## config.mk

```make
export PLATFORM = sky130hd
export DESIGN_NAME = wormhole_packetizer
export DESIGN_NICKNAME = d
export VERILOG_FILES = /design/src/rtl/wormhole_packetizer.sv
export SDC_FILE = /design/constraint.sdc
export NUM_CORES = 1
export LEC_CHECK = 0
export CORE_AREA = 2 2 65 67
export DETAILED_ROUTE_END_ITERATION = 10
export DIE_AREA = 0 0 67 69
export HOLD_SLACK_MARGIN = 0.06
export PLACE_DENSITY_LB_ADDON = 0.3
export SYNTH_ARGS = -nofsm -noshare
export SYNTH_HDL_FRONTEND = slang
export SYNTH_SLANG_ARGS = --single-unit
```

## constraint.sdc

```tcl
create_clock -name clk_i -period 1.56 [get_ports clk_i]
set_clock_uncertainty 0.1 [all_clocks]
set_input_delay 0.312 -clock clk_i [delete_from_list [all_inputs] [get_ports clk_i]]
set_output_delay 0.312 -clock clk_i [all_outputs]
set_load 0.02 [all_outputs]
```

## src/rtl/wormhole_packetizer.sv

```systemverilog
// Wormhole packetizer: turns a descriptor plus a stream of payload words into
// HEAD / BODY... / TAIL flits for a router input channel.
module wormhole_packetizer #(
    parameter int FLIT_DATA_W = 8,
    parameter int FLIT_ID_W   = 2,
    parameter int ROW_ADDR_W  = 2,
    parameter int COL_ADDR_W  = 2,
    parameter int HOP_CNT_W   = 4,
    parameter int LEN_W       = 4
) (
    input  logic                           clk_i,
    input  logic                           rst_i,
    input  logic                           pkt_vld_i,
    output logic                           pkt_rdy_o,
    input  logic [ROW_ADDR_W-1:0]          pkt_row_i,
    input  logic [COL_ADDR_W-1:0]          pkt_col_i,
    input  logic [LEN_W-1:0]               pkt_len_i,
    input  logic [FLIT_DATA_W-1:0]         pld_data_i,
    input  logic                           pld_vld_i,
    output logic                           pld_rdy_o,
    output logic [FLIT_DATA_W+FLIT_ID_W-1:0] flit_o,
    output logic                           flit_vld_o,
    input  logic                           flit_rdy_i,
    output logic                           busy_o
);

    // Hop count (always zero at injection) and unused bits share the header LSBs.
    localparam int PAD_W = FLIT_DATA_W - ROW_ADDR_W - COL_ADDR_W;

    localparam logic [FLIT_ID_W-1:0] ID_HEAD = FLIT_ID_W'(1);
    localparam logic [FLIT_ID_W-1:0] ID_BODY = FLIT_ID_W'(2);
    localparam logic [FLIT_ID_W-1:0] ID_TAIL = FLIT_ID_W'(3);

    if (ROW_ADDR_W + COL_ADDR_W + HOP_CNT_W > FLIT_DATA_W) begin : g_bad_cfg
        $error("wormhole_packetizer: header fields do not fit in FLIT_DATA_W");
    end

    typedef enum logic [1:0] {
        S_IDLE    = 2'd0,
        S_HEAD    = 2'd1,
        S_PAYLOAD = 2'd2
    } state_e;

    state_e                           state_q;
    logic [ROW_ADDR_W-1:0]            row_q;
    logic [COL_ADDR_W-1:0]            col_q;
    logic [LEN_W-1:0]                 rem_q;
    logic                             last_q;
    logic [FLIT_DATA_W+FLIT_ID_W-1:0] flit_q;
    logic                             flit_vld_q;

    logic pkt_acc;
    logic pld_acc;
    logic flit_xfer;

    assign pkt_rdy_o  = (state_q == S_IDLE) && !rst_i;
    assign pkt_acc    = pkt_vld_i && pkt_rdy_o;
    assign flit_xfer  = flit_vld_q && flit_rdy_i;
    // last_q stops intake once the TAIL word sits in the output register.
    assign pld_rdy_o  = (state_q == S_PAYLOAD) && !last_q && (!flit_vld_q || flit_rdy_i);
    assign pld_acc    = pld_vld_i && pld_rdy_o;
    assign flit_o     = flit_q;
    assign flit_vld_o = flit_vld_q;
    assign busy_o     = (state_q != S_IDLE) || flit_vld_q;

    always_ff @(posedge clk_i or posedge rst_i) begin
        if (rst_i) begin
            state_q    <= S_IDLE;
            row_q      <= '0;
            col_q      <= '0;
            rem_q      <= '0;
            last_q     <= 1'b0;
            flit_q     <= '0;
            flit_vld_q <= 1'b0;
        end else begin
            case (state_q)
                S_IDLE: begin
                    if (pkt_acc) begin
                        row_q   <= pkt_row_i;
                        col_q   <= pkt_col_i;
                        rem_q   <= pkt_len_i;
                        last_q  <= 1'b0;
                        state_q <= S_HEAD;
                    end
                end
                S_HEAD: begin
                    flit_q     <= {ID_HEAD, row_q, col_q, {PAD_W{1'b0}}};
                    flit_vld_q <= 1'b1;
                    state_q    <= S_PAYLOAD;
                end
                S_PAYLOAD: begin
                    if (pld_acc) begin
                        flit_q     <= {(rem_q == '0) ? ID_TAIL : ID_BODY, pld_data_i};
                        flit_vld_q <= 1'b1;
                        if (rem_q != '0) begin
                            rem_q <= rem_q - LEN_W'(1);
                        end else begin
                            last_q <= 1'b1;
                        end
                    end else if (flit_xfer) begin
                        flit_vld_q <= 1'b0;
                        if (last_q) begin
                            last_q  <= 1'b0;
                            state_q <= S_IDLE;
                        end
                    end
                end
                default: state_q <= S_IDLE;
            endcase
        end
    end

endmodule

```

Word-level counts from Yosys, hierarchy flattened. Cells that the tools add are included.

Register bits: 22. Input port bits: 21. Output and inout bits: 14. Word-level logic and storage cells: 60.

$add $sub $neg: 1. Eq/ne operators: 10. Multiplexer cells: 19. Reductions and logical operators: 23.

Operators by type and width (number): $pmux W10 S2 (1); $mux W4 (3); $reduce_and A4 Y1 (3); $mux W10 (1); $ne A2 B2 Y1 const B (5); $mux W2 (4); $pmux W4 S2 (1); $logic_and A1 B1 Y1 (6); $mux W1 (6); $ne A3 B3 Y1 const B (2); $pmux W2 S3 (1); $reduce_and A2 Y1 (3); $reduce_bool A2 Y1 (3); $logic_not A4 Y1 (1); $pmux W1 S2 (2); $reduce_bool A4 Y1 (1); $sub A4 B1 Y4 const B (1); $logic_not A1 Y1 (3); $eq A2 B1 Y1 const B (1); $eq A2 B2 Y1 const B (1); $logic_not A2 Y1 (1); $logic_or A1 B1 Y1 (2); $ne A2 B1 Y1 const B (1).

Longest topological paths before layout.
Depth in word-level cells: 6. Mapped depth: 6. Gate-level depth less buffers: 6.

Worst setup path after synthesis. OpenSTA, ideal clock, no wires.

Kind: register to output. Start: reg state_q[0]. End: out pkt_rdy_o. Data arrival time: 1328 ps. Data required time: 1148 ps. Path slack: -180 ps. Stages on the path, launching flop included: 4. Cell sequence: dfrtp_1 -> buf_2 -> buf_1 -> nor3_1.

Longest elaborated chain between the ends: 2.

RTL lines: from (decl) (line 44) `state_e state_q;`; from (signal assigned) (line 68) `state_q <= S_IDLE;`; from (signal assigned) (line 83) `state_q <= S_HEAD;`; from (signal assigned) (line 89) `state_q <= S_PAYLOAD;`; $logic_not A2 Y1 (line 56) `assign pkt_rdy_o = (state_q == S_IDLE) && !rst_i;`; $logic_and A1 B1 Y1 (line 56); to (decl) (line 14) `output logic pkt_rdy_o,`.

Every way passes these cells.

Worst setup path in the final report.
Start: reg state_q[1]. End: out busy_o.

Longest elaborated chain between the ends: 2.

RTL lines: $reduce_bool A2 Y1 (line 64) `assign busy_o = (state_q != S_IDLE) || flit_vld_q;`; $logic_or A1 B1 Y1 (line 64); to (decl) (line 24) `output logic busy_o`.

Every way passes these cells.

==> reports/metrics.cfg <==
[run_status]
status=complete, but fails checks
violations=negative setup slack

[sta]
setup_violations=11
hold_viol=0
tightest_slew_ps=335
grt_setup_unrepaired=yes
period_needed_ps=1710
timing.slew.headroom_pct=77.6
fin_hold_ws_ps=171
setup_slack_ps=-154
fin_tns_setup_ps=-908
clock.fmax_mhz=584
maxSlewViolCount=0
post-route-period-util_pct=110

[setup_path]
crit_required_ps=1150
cp_slowest_cell=dfrtp_1
cp-start-kind=flip-flop
crit_path_end_kind=output port
cpPeakStageDelay_ps=410
crit_buf_inv=2
cpMostUsedCell=buf_6
crit_type=reg2out
crit_family=flip-flops
cp_max_fo=3
cp_cell_sequence=buf_6 > or3_4 > buf_6
arrival_ps=1300

[detailed_routing]
drc_errors=0
vias_per_cell=4.79
wl_per_cell_um=13.7
drtAntennaViolNets=0
dr.first_iter.drc_count=31
routed_wl_um=3210
drtPass1Iterations=4
num_vias=1126

[finish]
nNetsFinal=208
multi_input_area_um2=724
area_growth_pct=76.8
final-seq-area_um2=552
fillers=339
drive_gt1_share_pct=41.6
insertedDiodeCount=0
design_area_um2=2140
final_util_pct=54.7

[die]
core_um2=3910
die_height_um=69
die_area_um2=4620
io_pins=35
dieWidth_um=67
initial_core_util_pct=30.9
rows=23

[cts]
cts.sinks=22
h-tree-depth=1
cts-root-buf=clkbuf_8
tritoncts=built
numCtsBuffers=3
cts_max_path_buffers=2
clk_pin_slew_ps=90
clkLatencyLatePin_ps=270

[placement]
dp_slack_ps=-639
port_buffers=34
dpl.hpwl_um=2270
placed_cell_area_um2=1830
gp_congestion=0.800

[synth]
synth_xor_area_share_pct=0
yosys.cell_types.count=34
synthAdderAreaFrac_pct=1.03
yosysTopAreaCellShare_pct=45.5
synth-seq-cells=22
mappedNetlistArea_um2=1210
synthCells=108
synth_top_family_by_area=simple AND/OR/NAND/NOR gates
synthMuxAreaShare_pct=15.3
synth_area_leader_cell=dfrtp_1
synth.avg_cell_area_um2=11.2
synth_area_leaders=dfrtp_1 45%, mux2i_1 12%, mux2_2 3.7%
syn-num-nets=130
synth-simple-area-share_pct=19.5
synth_warnings=0
synth_compound_area_share_pct=15.3
ys_seq_area_share_pct=45.5

[min_path]
hp-class=in2async

[global_routing]
grt_max_degree=14
grt_pass1_wl_um=5580
grt_overflow=0
track_usage_pct=15.8
antenna_found_initial=0
grt_pass1_vias=1218

[power_and_ir_drop]
power_leakage_nw=0.977
ir_drop_uv=920
p_per_area_nw_per_um2=1800

[job]
drv_cap=0

==> metal layers <==
layer | track usage [%] | vias up | routed length (µm)
met5 | 0 | - | 0
li1 | - | 556 | -
met2 | 25.4 | 29 | 1550
met1 | 20.6 | 533 | 1440
met3 | 3.26 | 8 | 143
met4 | 5.67 | 0 | 77
==> where the power goes <==
group	internal (mW)	switching, mW	leakage (nW)
registers	0.833	0.191	0.263
logic	1.26	1.02	0.679
clock network	0.343	0.207	0.0357
==> registers in the layout, indices dropped and copies added (netlist names) <==
register,flops
row_q,2
flit_vld_o,1
col_q,2
rem_q,4
state_q,2
last_q,1
flit_o,10
==> Yosys cell counts (all sizes together) <==
cell type  instances
and2b              1
a22oi              1
and3               1
nand2b             3
o2bb2ai            5
o2111a             1
inv                5
or3                1
clkbuf             1
nand3              2
a311oi             2
a22o               1
a21oi              2
a31o               1
nor2               6
nor3b              3
mux2i             14
a31oi              6
a221oi             1
o21a               1
ha                 1
buf                4
nor4b              1
nor2b              8
a21o               1
nor3               7
mux2               4
dfrtp             22
o21ai              2
==> logic make-up after synthesis <==
family / after synthesis
AOI/OAI and AO/OA: 24
adders and majority gates: 1
buffers and inverters: 10
DFF: 22
muxes: 18
and+or+nand+nor: 33
==> cell type report <==
class,count,area share [%]
clock buffer,3,1.93
clock inverter,1,1.40
inverter,5,0.877
multi-input combinational,76,33.8
sequential,22,25.8
tap,50,2.92
timing repair buffer,78,33.3
==> tightest hold or removal path, stage by stage <==
cell            delay (ps)
dlymetal6s2s_1         160
buf_4                  170
inv_1                   70
buf_4                  190
==> worst paths after layout <==
check / start / to / slack, ps / depth (start not counted)
max in group asynchronous: rst_i / flit_vld_o / 1020 / 4
worst max-delay path: state_q[1] / busy_o / -150 / 3
min in group clk_i: flit_o[9] / flit_o[9] / 410 / 1
worst min-delay path: rst_i / state_q[0] / 170 / 4
worst min register to register: flit_o[9] / flit_o[9] / 410 / 1
worst max register to register: state_q[1] / rem_q[2] / -110 / 7
==> through the flow <==
stage / power [mW] / std cells
after floorplan: 2.07 / 108
after global placement: 2.89 / 216
after detailed placement: 2.94 / 216
after CTS: 3.78 / 233
after global routing: 4.15 / 235
final: 3.86 / 235
==> timing repair <==
item / in CTS / in global routing
hold buffers: 0 / 0
resized for setup: 56 / 8
endpoints found under the setup margin: 32 / 19
pin swaps: 10 / 5
gates cloned: 1 / 0
buffers inserted: 13 / 3
==> placed cells by master, fill, tap and decap left out, drive strengths merged, types with 6 or more instances in the layout <==
master / synthesis / final
dfrtp: 22 / 22
clkdlybuf4s50: 0 / 18
dlygate4sd2: 0 / 11
a31oi: 6 / 6
nor3: 7 / 7
mux2i: 14 / 14
nor2: 6 / 6
buf: 4 / 47
nor2b: 8 / 8
Power figures use the tool's default switching activity.
